`src/rtl/regfile_write_arbiter_if.sv`:
```
// Register-file write arbiter bundle: wb/md/io write requests, md issue,
// busy scoreboard and the register-file write-port controls.
interface regfile_write_arbiter_if;
  logic        wb_we;
  logic [4:0]  wb_reg;
  logic [31:0] wb_data;
  logic        md_valid;
  logic [4:0]  md_reg;
  logic [31:0] md_data;
  logic        md_ready;
  logic        io_valid;
  logic [4:0]  io_reg;
  logic [31:0] io_data;
  logic        io_ready;
  logic        md_issue;
  logic [4:0]  md_issue_reg;
  logic [31:0] busy_mask;
  logic        ctrl_writeEnable;
  logic [4:0]  ctrl_writeReg;
  logic [31:0] data_writeReg;

  modport slave (
    input  wb_we, wb_reg, wb_data,
    input  md_valid, md_reg, md_data,
    output md_ready,
    input  io_valid, io_reg, io_data,
    output io_ready,
    input  md_issue, md_issue_reg,
    output busy_mask,
    output ctrl_writeEnable, ctrl_writeReg, data_writeReg
  );

  modport master (
    output wb_we, wb_reg, wb_data,
    output md_valid, md_reg, md_data,
    input  md_ready,
    output io_valid, io_reg, io_data,
    input  io_ready,
    output md_issue, md_issue_reg,
    input  busy_mask,
    input  ctrl_writeEnable, ctrl_writeReg, data_writeReg
  );
endinterface

```
`src/rtl/regfile_write_arbiter.sv`:
```
// Shares the register-file write port: wb > multdiv FIFO > I/O holding reg,
// and tracks registers awaiting multdiv results in busy_mask.
// Ports: clock, ctrl_reset_n (async, active-low), bus (slave modport).
// Define REGFILE_ARB_STARVE_EN to let a starved I/O write outrank the FIFO.
module regfile_write_arbiter #(
  parameter int MD_DEPTH   = 2,
  parameter int STARVE_MAX = 4
) (
  input logic                     clock,
  input logic                     ctrl_reset_n,
  regfile_write_arbiter_if.slave  bus
);
  localparam int PW = $clog2(MD_DEPTH);
  localparam int CW = PW + 1;

  if (MD_DEPTH < 2 || MD_DEPTH > 8 ||
      (MD_DEPTH & (MD_DEPTH - 1)) != 0 ||
      STARVE_MAX < 1) begin : g_bad_param
    $error("regfile_write_arbiter: bad parameters");
  end

  logic [4:0]  fifo_reg_q  [MD_DEPTH];
  logic [4:0]  fifo_reg_d  [MD_DEPTH];
  logic [31:0] fifo_data_q [MD_DEPTH];
  logic [31:0] fifo_data_d [MD_DEPTH];
  logic [PW-1:0] wr_ptr_q, wr_ptr_d;
  logic [PW-1:0] rd_ptr_q, rd_ptr_d;
  logic [CW-1:0] count_q, count_d;

  logic        io_held_q, io_held_d;
  logic [4:0]  io_reg_q, io_reg_d;
  logic [31:0] io_data_q, io_data_d;

  logic [31:0] busy_q, busy_d;
  logic        we_q, we_d;
  logic [4:0]  wreg_q, wreg_d;
  logic [31:0] wdata_q, wdata_d;

  logic        full, empty;
  logic        md_acc, io_acc;
  logic        io_first;
  logic        gnt_wb, gnt_md, gnt_io;
  logic        any_gnt;
  logic [4:0]  sel_reg;
  logic [31:0] sel_data;
  logic [31:0] set_v, clr_v;

  assign full  = count_q == CW'(MD_DEPTH);
  assign empty = count_q == '0;

  assign md_acc = bus.md_valid && !full;
  assign io_acc = bus.io_valid && !io_held_q;

`ifdef REGFILE_ARB_STARVE_EN
  localparam int SW = $clog2(STARVE_MAX + 1);
  logic [SW-1:0] starve_q, starve_d;

  assign io_first = io_held_q && (starve_q == SW'(STARVE_MAX));

  // Only losses to the FIFO count; losing to wb holds the count.
  always_comb begin
    starve_d = starve_q;
    if (!io_held_q || gnt_io)
      starve_d = '0;
    else if (gnt_md)
      starve_d = starve_q + 1'b1;
  end

  always_ff @(posedge clock or negedge ctrl_reset_n) begin
    if (!ctrl_reset_n) starve_q <= '0;
    else               starve_q <= starve_d;
  end
`else
  assign io_first = 1'b0;
`endif

  assign gnt_wb = bus.wb_we;
  assign gnt_io = !bus.wb_we && io_held_q &&
                  (io_first || empty);
  assign gnt_md = !bus.wb_we && !empty && !gnt_io;
  assign any_gnt = gnt_wb || gnt_md || gnt_io;

  always_comb begin
    sel_reg  = '0;
    sel_data = '0;
    unique case (1'b1)
      gnt_wb: begin
        sel_reg  = bus.wb_reg;
        sel_data = bus.wb_data;
      end
      gnt_md: begin
        sel_reg  = fifo_reg_q[rd_ptr_q];
        sel_data = fifo_data_q[rd_ptr_q];
      end
      gnt_io: begin
        sel_reg  = io_reg_q;
        sel_data = io_data_q;
      end
      default: ;
    endcase
  end

  always_comb begin
    fifo_reg_d  = fifo_reg_q;
    fifo_data_d = fifo_data_q;
    wr_ptr_d    = wr_ptr_q;
    rd_ptr_d    = rd_ptr_q;
    if (md_acc) begin
      fifo_reg_d[wr_ptr_q]  = bus.md_reg;
      fifo_data_d[wr_ptr_q] = bus.md_data;
      wr_ptr_d = wr_ptr_q + 1'b1;
    end
    if (gnt_md)
      rd_ptr_d = rd_ptr_q + 1'b1;
    count_d = count_q + CW'(md_acc) - CW'(gnt_md);
  end

  always_comb begin
    io_held_d = (io_held_q && !gnt_io) || io_acc;
    io_reg_d  = io_acc ? bus.io_reg  : io_reg_q;
    io_data_d = io_acc ? bus.io_data : io_data_q;
  end

  // Set beats clear on the same bit; bit 0 is never busy.
  always_comb begin
    set_v  = bus.md_issue ? (32'b1 << bus.md_issue_reg) : '0;
    clr_v  = gnt_md ? (32'b1 << fifo_reg_q[rd_ptr_q]) : '0;
    busy_d = ((busy_q & ~clr_v) | set_v) & ~32'h1;
  end

  always_comb begin
    we_d    = any_gnt && (sel_reg != 5'd0);
    wreg_d  = any_gnt ? sel_reg  : wreg_q;
    wdata_d = any_gnt ? sel_data : wdata_q;
  end

  always_ff @(posedge clock or negedge ctrl_reset_n) begin
    if (!ctrl_reset_n) begin
      for (int i = 0; i < MD_DEPTH; i++) begin
        fifo_reg_q[i]  <= '0;
        fifo_data_q[i] <= '0;
      end
      wr_ptr_q  <= '0;
      rd_ptr_q  <= '0;
      count_q   <= '0;
      io_held_q <= 1'b0;
      io_reg_q  <= '0;
      io_data_q <= '0;
      busy_q    <= '0;
      we_q      <= 1'b0;
      wreg_q    <= '0;
      wdata_q   <= '0;
    end else begin
      fifo_reg_q  <= fifo_reg_d;
      fifo_data_q <= fifo_data_d;
      wr_ptr_q    <= wr_ptr_d;
      rd_ptr_q    <= rd_ptr_d;
      count_q     <= count_d;
      io_held_q   <= io_held_d;
      io_reg_q    <= io_reg_d;
      io_data_q   <= io_data_d;
      busy_q      <= busy_d;
      we_q        <= we_d;
      wreg_q      <= wreg_d;
      wdata_q     <= wdata_d;
    end
  end

  assign bus.md_ready         = !full;
  assign bus.io_ready         = !io_held_q;
  assign bus.busy_mask        = busy_q;
  assign bus.ctrl_writeEnable = we_q;
  assign bus.ctrl_writeReg    = wreg_q;
  assign bus.data_writeReg    = wdata_q;
endmodule

```
`src/flat_wrapper.sv`:
```
// flat-port wrapper written by rule: the top's interface ports become plain ports
module regfile_write_arbiter_flat 
#(
  parameter int MD_DEPTH   = 2,
  parameter int STARVE_MAX = 4
)
  (clock, ctrl_reset_n, bus_wb_we, bus_wb_reg, bus_wb_data, bus_md_valid, bus_md_reg, bus_md_data, bus_md_ready, bus_io_valid, bus_io_reg, bus_io_data, bus_io_ready, bus_md_issue, bus_md_issue_reg, bus_busy_mask, bus_ctrl_writeEnable, bus_ctrl_writeReg, bus_data_writeReg);
  regfile_write_arbiter_if bus_i ();
  input logic clock;
  input logic ctrl_reset_n;
  input wire logic [$bits(bus_i.wb_we)-1:0] bus_wb_we;
  input wire logic [$bits(bus_i.wb_reg)-1:0] bus_wb_reg;
  input wire logic [$bits(bus_i.wb_data)-1:0] bus_wb_data;
  input wire logic [$bits(bus_i.md_valid)-1:0] bus_md_valid;
  input wire logic [$bits(bus_i.md_reg)-1:0] bus_md_reg;
  input wire logic [$bits(bus_i.md_data)-1:0] bus_md_data;
  output wire logic [$bits(bus_i.md_ready)-1:0] bus_md_ready;
  input wire logic [$bits(bus_i.io_valid)-1:0] bus_io_valid;
  input wire logic [$bits(bus_i.io_reg)-1:0] bus_io_reg;
  input wire logic [$bits(bus_i.io_data)-1:0] bus_io_data;
  output wire logic [$bits(bus_i.io_ready)-1:0] bus_io_ready;
  input wire logic [$bits(bus_i.md_issue)-1:0] bus_md_issue;
  input wire logic [$bits(bus_i.md_issue_reg)-1:0] bus_md_issue_reg;
  output wire logic [$bits(bus_i.busy_mask)-1:0] bus_busy_mask;
  output wire logic [$bits(bus_i.ctrl_writeEnable)-1:0] bus_ctrl_writeEnable;
  output wire logic [$bits(bus_i.ctrl_writeReg)-1:0] bus_ctrl_writeReg;
  output wire logic [$bits(bus_i.data_writeReg)-1:0] bus_data_writeReg;
  assign bus_i.wb_we = bus_wb_we;
  assign bus_i.wb_reg = bus_wb_reg;
  assign bus_i.wb_data = bus_wb_data;
  assign bus_i.md_valid = bus_md_valid;
  assign bus_i.md_reg = bus_md_reg;
  assign bus_i.md_data = bus_md_data;
  assign bus_md_ready = bus_i.md_ready;
  assign bus_i.io_valid = bus_io_valid;
  assign bus_i.io_reg = bus_io_reg;
  assign bus_i.io_data = bus_io_data;
  assign bus_io_ready = bus_i.io_ready;
  assign bus_i.md_issue = bus_md_issue;
  assign bus_i.md_issue_reg = bus_md_issue_reg;
  assign bus_busy_mask = bus_i.busy_mask;
  assign bus_ctrl_writeEnable = bus_i.ctrl_writeEnable;
  assign bus_ctrl_writeReg = bus_i.ctrl_writeReg;
  assign bus_data_writeReg = bus_i.data_writeReg;
  regfile_write_arbiter #(.MD_DEPTH(MD_DEPTH), .STARVE_MAX(STARVE_MAX)) u_core (.clock(clock), .ctrl_reset_n(ctrl_reset_n), .bus(bus_i));
endmodule
```
`config.mk`:
```
export PLATFORM = sky130hd
export DESIGN_NAME = regfile_write_arbiter_flat
export DESIGN_NICKNAME = d
export VERILOG_FILES = /design/src/rtl/regfile_write_arbiter_if.sv /design/src/rtl/regfile_write_arbiter.sv /design/src/flat_wrapper.sv
export SDC_FILE = /design/constraint.sdc
export NUM_CORES = 1
export LEC_CHECK = 0
export CORE_MARGIN = 8
export CORE_UTILIZATION = 35
export CTS_BUF_LIST = sky130_fd_sc_hd__clkbuf_4 sky130_fd_sc_hd__clkbuf_8 sky130_fd_sc_hd__clkbuf_16
export DETAILED_ROUTE_END_ITERATION = 10
export GPL_ROUTABILITY_DRIVEN = 0
export PLACE_DENSITY = 0.59
export SLEW_MARGIN = 20
export SYNTH_ARGS = -nofsm -noshare
export SYNTH_HDL_FRONTEND = slang
export SYNTH_SLANG_ARGS = --single-unit
```
`constraint.sdc`:
```
create_clock -name clock -period 4.4 [get_ports clock]
set_clock_uncertainty 0.15 [all_clocks]
set_input_delay 0.44 -clock clock [delete_from_list [all_inputs] [get_ports clock]]
set_output_delay 0.44 -clock clock [all_outputs]
set_load 0.005 [all_outputs]
```
# Word-level counts from Yosys, hierarchy flattened
# Cells that the tools add are included.
# totals
output_inout_bits,72
register_bits,185
in_bits,122
# op_classes
n_bitwise,5
shifts,2
magnitude_cmp,3
reduce_logical,19
add_sub_neg,4
eq_ne,1
muxes,16
# op_table
operator,n
$mux W32,6
$pmux W32 S3,1
$bwmux W64,1
$shl A1 B5 Y32 const A,2
$and A32 B32 Y32,1
$demux W32 S1,1
$not A32 Y32,1
$or A32 B32 Y32,1
$mux W5,4
$pmux W5 S3,1
$bwmux W10,1
$logic_and A1 B1 Y1,9
$demux W5 S1,1
$logic_not A1 Y1,5
$reduce_bool A5 Y1,1
$ge A2 B2 Y1 const B,2
$not A1 Y2,2
$logic_or A1 B1 Y1,3
$add A1 B1 Y1 const B,2
$add A2 B1 Y2,1
$eq A2 B2 Y1 const B,1
$logic_not A2 Y1,1
$lt A2 B1 Y1 const B,1
$sub A2 B1 Y2,1

# Logic depth before layout (Yosys ltp)
# Gate-level depths: netlist of the first run.
# logic_depth
ltp_word,9
ltp_mapped,8

# Worst setup path after synthesis of the first run
# Ideal clock, no wire load.
# synth_path
kind,register to register
startpoint,reg u_core.count_q[1]
endpoint,reg u_core.count_q[1]
path_buffers,2
stages_incl_launch_ff,9
path_slack_ns,2.518
t_required_ns,4.126
arrival_time_ns,1.608
synth_period_minus_slack_ns,1.882
cell_sequence,dfrtp_1 buf_2 o21ba_2 buf_4 ha_1 inv_1 ha_1 xnor2_1 xnor2_1
# synth_between
elab_chain_cells,5
elab_cells_between_ends,11
classes_between,2 x add/sub; 1 x eq/ne; 8 x reduce/logical
# synth_lines
item,line_no,rtl
start: declaration,regfile_write_arbiter.sv:28,"logic [CW-1:0] count_q, count_d;"
start signal: assignment,regfile_write_arbiter.sv:158,count_q <= count_d;
$logic_not A2 Y1 *,regfile_write_arbiter.sv:49,assign empty = count_q == '0;
$logic_not A1 Y1 / $logic_and A1 B1 Y1 (equally long branches),"regfile_write_arbiter.sv:80, regfile_write_arbiter.sv:78",
$logic_and A1 B1 Y1 / $logic_not A1 Y1 (equally long branches),regfile_write_arbiter.sv:80,assign gnt_md = !bus.wb_we && !empty && !gnt_io;
$logic_and A1 B1 Y1 *,regfile_write_arbiter.sv:80,
net u_core.gnt_md,regfile_write_arbiter.sv:42,"logic gnt_wb, gnt_md, gnt_io;"
$sub A2 B1 Y2 *,regfile_write_arbiter.sv:115,count_d = count_q + CW'(md_acc) - CW'(gnt_md);
net u_core.count_d[1],regfile_write_arbiter.sv:28,
# The timed path passes the listed nets; every way through them passes the cells marked *.
# A chain may end at the register's enable or synchronous reset.

# Worst setup path in the final report of the first run
# layout_path
startpoint,reg u_core.count_q[0]
endpoint,reg u_core.we_q (netlist: u_core.bus.ctrl_writeEnable)
# layout_between
elab_chain_cells,7
elab_cells_between_ends,11
classes_between,1 x mux; 10 x reduce/logical
# layout_lines
item,line_no,rtl
$logic_not A2 Y1 *,regfile_write_arbiter.sv:49,
$logic_not A1 Y1 / $logic_and A1 B1 Y1 (equally long branches),"regfile_write_arbiter.sv:80, regfile_write_arbiter.sv:78",
$logic_and A1 B1 Y1 / $logic_not A1 Y1 (equally long branches),regfile_write_arbiter.sv:80,
$logic_and A1 B1 Y1,regfile_write_arbiter.sv:80,
$pmux W5 S3 / $logic_or A1 B1 Y1 (equally long branches),"regfile_write_arbiter.sv:86, regfile_write_arbiter.sv:81",
$reduce_bool A5 Y1 / $logic_or A1 B1 Y1 (equally long branches),"regfile_write_arbiter.sv:132, regfile_write_arbiter.sv:81",
$logic_and A1 B1 Y1 *,regfile_write_arbiter.sv:132,we_d = any_gnt && (sel_reg != 5'd0);
net u_core.we_d,regfile_write_arbiter.sv:35,"logic we_q, we_d;"
end signal: assignment,regfile_write_arbiter.sv:163,we_q <= we_d;
end: declaration,regfile_write_arbiter.sv:35,
# Marked as above.

==> results of run 1 <==
[layout make-up]
class                      instances  area, µm²
timing repair buffer             207       2036
tap                              319      399.1
inverter                           5      18.77
antenna                            1      2.502
fill                            2171      12400
sequential                       185       4631
multi-input combinational        463       3431
clock inverter                    13      122.6
clock buffer                      18      432.9
[worst paths after layout]
| check | depth (start not counted) | from | end |
|---|---|---|---|
| max | 6 | u_core.count_q[0]$_DFF_PN0_ | u_core.bus.ctrl_writeEnable$_DFF_PN0_ |
| min | 2 | u_core.bus.data_writeReg[2]$_DFFE_PN0P_ | u_core.bus.data_writeReg[2]$_DFFE_PN0P_ |
| max reg2reg | 6 | u_core.count_q[0]$_DFF_PN0_ | u_core.bus.ctrl_writeEnable$_DFF_PN0_ |
| min reg2reg | 2 | u_core.bus.data_writeReg[2]$_DFFE_PN0P_ | u_core.bus.data_writeReg[2]$_DFFE_PN0P_ |
| max in group asynchronous | 3 | ctrl_reset_n | u_core.io_data_q[30]$_DFFE_PN0P_ |
| min in group asynchronous | 2 | ctrl_reset_n | u_core.bus.busy_mask[20]$_DFF_PN0_ |
[sequential cells by signal, indices dropped and copies added (netlist names)]
register	cells
u_core.bus.busy_mask	31
u_core.bus.ctrl_writeEnable	1
u_core.bus.ctrl_writeReg	5
u_core.bus.data_writeReg	32
u_core.count_q	2
u_core.fifo_data_q	64
u_core.fifo_reg_q	10
u_core.io_data_q	32
u_core.io_held_q	1
u_core.io_reg_q	5
u_core.rd_ptr_q	1
u_core.wr_ptr_q	1
[logic make-up after synthesis]
kind of cell / count (synthesis) / share of synthesized area
AND/OR/NAND/NOR: 145 / 0.09171
AO/OA/AOI/OAI: 161 / 0.1098
flip-flops: 185 / 0.5527
other: 1 / 0.0004477
XOR/XNOR: 4 / 0.004183
multiplexers: 150 / 0.1996
buffers and inverters: 51 / 0.03869
adder cells (fa/ha/maj): 2 / 0.002987
[critical path: stages (launching register included)]
cell and delay (ns):
dfrtp_1 0.35, buf_4 0.40, or2_1 0.87, buf_4 0.37, o21ai_0 0.13, o22ai_1 0.17
nand4_1 0.11
[per-stage QoR]
step / std cells / setup slack [ns] / util / total power, mW
2_1_floorplan: 699 / 2.518 / - / 4.968
3_3_place_gp: 1178 / 1.749 / 0.4475 / 6.241
3_5_place_dp: 1178 / 1.709 / 0.4475 / 6.307
4_1_cts: 1210 / 1.703 / 0.4716 / 7.810
5_1_grt: 1211 / 1.468 / 0.4717 / 8.245
6_report: 1211 / 1.715 / 0.4717 / 7.701
[placed cells by master, fill, tap and decap left out, drive strengths merged, types with 4 or more instances in the layout]
cell | netlist | final
nand4 | 6 | 6
clkbuf | 11 | 19
a211oi | 35 | 35
dfrtp | 185 | 185
nor4b | 18 | 18
clkinvlp | 0 | 4
o21ai | 80 | 80
nand2b | 5 | 5
a21oi | 37 | 37
clkdlybuf4s50 | 0 | 190
inv | 5 | 9
nor2 | 43 | 43
mux2 | 113 | 113
nor2b | 4 | 4
nor3 | 19 | 19
mux2i | 37 | 37
clkinv | 0 | 4
nand2 | 27 | 27
nand3 | 12 | 12
buf | 35 | 15
[timing repair]
item | 4_1_cts | 5_1_grt
hold endpoints to repair | 91 | 0
setup endpoints to repair | 0 | 0
hold buffers | 1 | 0
[power groups by stage]
stage	Clock, mW	Sequential (mW)	Combinational, mW
global placement	0	3.15	3.09
detailed placement	0	3.17	3.14
CTS	1.52	3.13	3.16
finish	1.46	3.13	3.11
global route	1.57	3.25	3.42
floorplan	0	2.98	1.99
[metal layers]
layer	global-route usage	vias up	part of all wire
met5	0	-	0.0023
met4	0.04310	8	0.011
met3	0.04817	23	0.073
met2	0.2750	159	0.48
met1	0.2129	3080	0.43
li1	-	2898	-
==> flow_summary.toml, run 1 <==
[status]
status = "finished, final reports clean"

[floorplanning]
core.rowCount = 56
die_width_um = 170.7
core_region_area_um2 = 23470
die_h_um = 170.7
initial_core_util = 0.3569
fp.dieArea_um2 = 29140
pin_count = 194

[power_and_ir_drop]
swShare = 0.3424
cell_internal_pwr_mw = 5.064
p_switching_mw = 2.637
cellLeakagePower_nw = 4.446
clkPwrFrac = 0.190
p_per_area_nw_per_um2 = 695.5
p_seq_frac = 0.407
combinationalPowerShare = 0.403
ir_worst_vdd_mv = 0.3134

[cts]
cts_tree = "done"
root_buffer = "clkbuf_16"
cts.sinks = 185
clock_tree.buffer_depth = 2
clkTransAtPathRegs_ns = 0.07
cts.htree.levels = 4
post_cts_resize_count = 0
cts_made_buffers = 17
post_cts.repair.setup_buffers = 0
clk_latency_ns = 0.42

[logic_synthesis]
ys_types = 49
synth_common_cells = "dfrtp_1, mux2_2, o21ai_0"
synth.avg_cell_area_um2 = 11.98
synth_edf_count = 0
yosys_warnings = 0
ys.flop_type = "dfrtp_1"
yosys_register_bits = 185
synthTopCellsByArea = "dfrtp_1, mux2_2, o21ai_0"
ys_seq_area_frac = 0.5527
syn_inst = 699
syn_area_um2 = 8377
synth_top_area_frac = 0.5527
synth_nets = 823
yosysTopAreaCell = "dfrtp_1"
synth_most_common_cell = "dfrtp_1"
ys_async_sr_fraction = 1.000

[sta]
fin_setup_tns_ns = 0
hold_viol_final = 0
worstMarginPinSlew_ns = 1.052
whs_ns = 0.3275
period_share = 0.6102
fmax_ghz = 0.3725
slew_viol_final = 0
rsz0062_at_grt = "false"
setup_viol = 0
fin_crit_ns = 2.685
slew_headroom = 0.2990

[place]
dp_hpwl_mm = 17.34
io_buffer_count = 192
placed_area_um2 = 10510

[global_routing]
grt_pass1_wl_mm = 37.65
grt_max_degree = 95
grt_usage = 0.1671
grt_pass1_vias = 6518
overflow = 0
antenna_found_initial = 5

[setup_path]
cp-start-kind = "flop"
rrSetupSlack_ns = 1.72
required_ns = 4.54
critical_path_peak_fanout = 38
critPathArrivalTime_ns = 2.82
criticalPathCategory = "flop to flop"
crit_path_end_kind = "flop"

[final_layout]
nets = 1003
drive_gt1_frac = 0.1751
design_area_um2 = 11070
area_delta_synth_final_pct = 32.19

[drt]
drc = 0
final_antenna_net_count = 0
via_count = 6168
dr.pass1.iters = 4
avgRoutedWirePerCell_um = 19.64
routed_wl_mm = 23.78
vias_per_cell = 5.093
drt-initial-drc-count = 391

[worst_hold_path]
hp-class = "flop to flop"

[flow_run]
maxCapViolations = 0
No activity file was read; power rests on OpenSTA's default activity.
==> inputs of run 2 (changes only) <==
==> constraint.sdc (replaced) <==
create_clock -name clock -period 2.5 [get_ports clock]
set_clock_uncertainty 0.15 [all_clocks]
set_input_delay 0.25 -clock clock [delete_from_list [all_inputs] [get_ports clock]]
set_output_delay 0.25 -clock clock [all_outputs]
set_load 0.005 [all_outputs]
==> run 2 against run 1 <==
  * Flip-flop and latch count unchanged
  * Critical path depth decreased by 4
  * Power increased by 82%
  * Register-to-register slack got worse by 1.1 ns
  * Sequential power increased by 73%
  * Combinational power increased by 83%
  * Global-route usage increased by 0.23 points
  * Die area unchanged
  * Critical path type is now flop to output port
  * Largest power group is now combinational cells
==> flow_summary.toml, run 2 (synthesis gave the netlist of run 1 again) <==
[final_layout]
layout_commonest_cell = "clkdlybuf4s50_1"
n_fill_cell = 2141
drive_gt1_frac = 0.1851
layout_common_cells = "clkdlybuf4s50_1, dfrtp_1, mux2_2, o21ai_0, nor2_1"
nets = 1013
final_core_util = 0.4809
largest_reg_flops = 64
top_register = "u_core.fifo_data_q"
design_area_um2 = 11290
area_delta_synth_final_pct = 34.74

[global_routing]
grt_pass1_wl_mm = 37.99
grt_usage = 0.1694
antenna_found_initial = 4
overflow = 0
grt_max_degree = 65
grt_pass1_vias = 6554

[sta]
setup_viol = 0
fmax_ghz = 0.4381
whs_ns = 0.1102
fin_setup_tns_ns = 0
hold_viol_final = 0
period_share = 0.9131
slew_headroom = 0.5526
fin_crit_ns = 2.283
worstMarginPinSlew_ns = 0.6711
slew_viol_final = 0
rsz0062_at_grt = "false"

[power_and_ir_drop]
cellLeakagePower_nw = 4.560
report.power.total_mw = 14.05
ir_worst_vdd_mv = 0.4997
p_per_area_nw_per_um2 = 1245

[cts]
post_cts_resize_count = 0
clock_tree.buffer_depth = 2
cts_tree = "done"
cts.sinks = 185
clkTransAtPathRegs_ns = 0.07
cts_made_buffers = 17
post_cts.repair.setup_buffers = 0
cts.htree.levels = 4
clk_latency_ns = 0.43
root_buffer = "clkbuf_16"

[setup_path]
slowest_stage = "dfrtp_1"
required_ns = 2.10
cp-start-kind = "flop"
critPathArrivalTime_ns = 1.88
critPathMaxStageDelay_ns = 0.77
crit_path_end_kind = "output port"
criticalPathCategory = "flop to output port"
path_cells = "inv_1, clkdlybuf4s50_1"
critical_path_peak_fanout = 17

[drt]
drt-initial-drc-count = 408
dr.pass1.iters = 4
via_count = 6187
drc = 0
final_antenna_net_count = 0
avgRoutedWirePerCell_um = 19.78
vias_per_cell = 5.063
routed_wl_mm = 24.18

[floorplanning]
fp.dieArea_um2 = 29140
die_h_um = 170.7
core.rowCount = 56
pin_count = 194
initial_core_util = 0.3569
die_width_um = 170.7
core_region_area_um2 = 23470

[place]
dp_hpwl_mm = 17.63
io_buffer_count = 192
placed_area_um2 = 10640

[worst_hold_path]
hp-class = "input port to flop"

[status]
status = "finished, final reports clean"

[flow_run]
maxCapViolations = 0
run 2: changes by cell type in the layout (fill, tap and decap cells not counted), sizes merged:
| cell | previous run | this run |
|---|---|---|
| buf | 15 | 25 |
| bufinv | 1 | 4 |
| clkinv | 4 | 5 |
| clkinvlp | 4 | 2 |
| inv | 9 | 8 |
run 2: path summary, 6_finish.rpt:
check	start	to	slack (ns)	depth (start not counted)
setup / recovery	u_core.io_held_q$_DFF_PN0_	bus_io_ready	0.22	2
hold / removal	bus_wb_we	u_core.bus.ctrl_writeReg[1]$_DFFE_PN0P_	0.11	3
setup reg to reg	u_core.rd_ptr_q$_DFFE_PN0P_	u_core.bus.busy_mask[4]$_DFF_PN0_	0.57	4
hold reg to reg	u_core.bus.data_writeReg[17]$_DFFE_PN0P_	u_core.bus.data_writeReg[17]$_DFFE_PN0P_	0.33	2
max in group asynchronous	ctrl_reset_n	u_core.fifo_data_q[10]$_DFFE_PN0P_	1.25	3
min in group asynchronous	ctrl_reset_n	u_core.bus.busy_mask[30]$_DFF_PN0_	0.23	2
run 2: layer usage:
metal | wire length, µm | global-route usage
met5 | 37 | 0
met4 | 374 | 0.05378
met3 | 1747 | 0.05139
met2 | 11470 | 0.2743
met1 | 10540 | 0.2141
run 2: per-stage QoR:
step / setup WS [ns] / std cells
after floorplan: 0.6181 / 699
after global placement: 0.5032 / 1188
after detailed placement: 0.4832 / 1188
after CTS: 0.2142 / 1221
after global routing: 0.1511 / 1222
final: 0.2172 / 1222
run 2: cell type report:
| class | instances | area [µm²] | area share |
|---|---|---|---|
| timing repair buffer | 217 | 2173 | 0.1925 |
| inverter | 5 | 18.77 | 0.001663 |
| tap | 319 | 399.1 | 0.03536 |
| antenna | 1 | 2.502 | 0.0002217 |
| clock inverter | 14 | 192.7 | 0.01707 |
| clock buffer | 18 | 439.2 | 0.03891 |
| sequential | 185 | 4631 | 0.4103 |
| multi-input combinational | 463 | 3431 | 0.3040 |
run 2: critical path: cells and delay by family (launching register included):
kind / cells / cell delay [ns]
buf+inv: 2 / 0.68
flops: 1 / 0.77
run 2: power breakdown:
group / switching [mW] / total, mW / internal [mW]
clock: 1.21 / 2.92 / 1.71
sequential: 0.928 / 5.43 / 4.50
combinational: 2.56 / 5.69 / 3.14
total: 4.70 / 14.0 / 9.35
run 2: repair_timing:
action / in CTS / in global routing
hold buffers: 1 / 0
endpoints found under the setup margin: 0 / 0
endpoints found under the hold margin: 60 / 0
==> inputs of run 3 (changes only) <==
--- a/config.mk
+++ b/config.mk
@@ -11,6 +11,7 @@
 export DETAILED_ROUTE_END_ITERATION = 10
 export GPL_ROUTABILITY_DRIVEN = 0
 export PLACE_DENSITY = 0.59
+export SKIP_CTS_REPAIR_TIMING = 1
 export SLEW_MARGIN = 20
 export SYNTH_ARGS = -nofsm -noshare
 export SYNTH_HDL_FRONTEND = slang
==> run 3 against run 2 <==
  * Combinational power about the same
  * Register-to-register slack about the same
  * Clock power is essentially flat
  * Sequential share of layout area unchanged
  * Flip-flop and latch count stayed put
  * Critical path type unchanged
  * Critical endpoint unchanged
==> flow_summary.toml, run 3 (synthesis gave the netlist of run 1 again) <==
[status]
status = "finished, final reports clean"

[setup_path]
rrSetupSlack_ns = 0.57
worst-path-buf-inv = 2
required_ns = 2.10
criticalPathCategory = "flop to output port"
critPathMaxStageDelay_ns = 0.77
cp-start-kind = "flop"
critPathArrivalTime_ns = 1.88
critical_path_peak_fanout = 17
slowest_stage = "dfrtp_1"
path_cells = "inv_1, clkdlybuf4s50_1"
timing.rr.end = "u_core.bus.busy_mask[4]$_DFF_PN0_"
crit_path_end_kind = "output port"
crit_start = "u_core.io_held_q$_DFF_PN0_"
r2r_start = "u_core.rd_ptr_q$_DFFE_PN0P_"
path_delay_family = "flip-flops"
r2r_cells = 4

[sta]
period_share = 0.9125
worstMarginPinSlew_ns = 0.6690
slew_viol_final = 0
fin_crit_ns = 2.281
whs_ns = 0.1103
fmax_ghz = 0.4384
setup_slack_ns = 0.2188
slew_headroom = 0.5540
rsz0062_at_grt = "false"
fin_setup_tns_ns = 0
hold_viol_final = 0
setup_viol = 0

[drt]
drt-initial-drc-count = 407
via_count = 6190
routed_wl_mm = 24.16
final_antenna_net_count = 0
drc = 0
vias_per_cell = 5.065
dr.pass1.iters = 4
avgRoutedWirePerCell_um = 19.77

[worst_hold_path]
hold_depth = 3
min_from = "bus_wb_we"
hp-class = "input port to flop"
hold_end = "u_core.bus.ctrl_writeReg[1]$_DFFE_PN0P_"

[cts]
cts.sinks = 185
cts_made_buffers = 17
clk_latency_ns = 0.43
cts_tree = "done"
clock_tree.buffer_depth = 2
root_buffer = "clkbuf_16"
clkTransAtPathRegs_ns = 0.07
cts.htree.levels = 4

[place]
dp_cells = 1188
dp_slack_ns = 0.4832
io_buffer_count = 192
dp_hpwl_mm = 17.63

[global_routing]
grt_use_met2 = 0.2740
gr-max-usage-layer = "met2"
grtUsageMet3 = 0.05162
grt_pass1_vias = 6541
grt_pass1_wl_mm = 37.96
met1_usage = 0.2139
antenna_found_initial = 4
grt_max_degree = 65
overflow = 0
grt_usage = 0.1693

[final_layout]
largest_reg_flops = 64
final_cells = 1222
final_core_util = 0.4809
nets = 1013
drive_gt1_frac = 0.1851
top_register = "u_core.fifo_data_q"
layout_commonest_cell = "clkdlybuf4s50_1"
n_fill_cell = 2141
area_delta_synth_final_pct = 34.74
layout_common_cells = "clkdlybuf4s50_1, dfrtp_1, mux2_2, o21ai_0, nor2_1"
seqCellArea_um2 = 4631
multi_input_area_um2 = 3431

[floorplanning]
fp.dieArea_um2 = 29140
die_h_um = 170.7
core.rowCount = 56
pin_count = 194
initial_core_util = 0.3569
core_region_area_um2 = 23470
die_width_um = 170.7

[power_and_ir_drop]
cellLeakagePower_nw = 4.560
ir_worst_vdd_mv = 0.4997
p_switching_mw = 4.700
combinationalPowerShare = 0.405
p_per_area_nw_per_um2 = 1245
clkPwrFrac = 0.208
p_seq_frac = 0.387
swShare = 0.3345
cell_internal_pwr_mw = 9.348

[flow_run]
maxCapViolations = 0
==> run 3: cell counts in the layout (fill, tap and decap cells not counted) <==
Identical to the previous run, type by type.
==> run 3: metrics by stage <==
step                area (µm²)  power [mW]
finish                   11290       14.05
global route             11290       14.99
CTS                      11270       14.22
detailed placement       10640       11.24
global placement         10640       11.13
floorplan                 8377       8.744
==> run 3: how the worst max path moves through the flow <==
stage	end	slack, ns	cells after the start
3_3_place_gp	u_core.fifo_data_q[55]$_DFFE_PN0P_	0.50	5
5_1_grt	bus_io_ready	0.15	2
4_1_cts	bus_io_ready	0.21	2
6_report	bus_io_ready	0.22	2
2_1_floorplan	u_core.count_q[1]$_DFF_PN0_	0.62	8
3_5_place_dp	u_core.fifo_data_q[51]$_DFFE_PN0P_	0.48	5
==> run 3: layout make-up <==
type,instances,area share
Tap cell,319,0.03536
Timing Repair Buffer,217,0.1925
Clock buffer,18,0.03891
Sequential cell,185,0.4103
Multi-Input combinational cell,463,0.3040
Clock inverter,14,0.01707
Antenna cell,1,0.0002217
Inverter,5,0.001663
==> run 3: worst register-to-register path, delay by kind of cell, from the launching register on <==
family          cells  cell delay, ns
mux                 1            0.51
flops               1            0.52
compound gates      3            0.61
==> run 3: layer usage <==
metal,vias up,routed length [µm]
met5,-,37
met1,3066,10460
met4,6,374
met2,180,11470
li1,2909,-
met3,29,1813
==> run 3: power groups by stage <==
| stage | Combinational [mW] | Sequential, mW | Clock [mW] |
|---|---|---|---|
| 2_1_floorplan | 3.50 | 5.24 | 0 |
| 3_3_place_gp | 5.68 | 5.46 | 0 |
| 6_report | 5.69 | 5.43 | 2.92 |
| 4_1_cts | 5.79 | 5.44 | 3.00 |
| 3_5_place_dp | 5.77 | 5.48 | 0 |
| 5_1_grt | 6.22 | 5.65 | 3.11 |
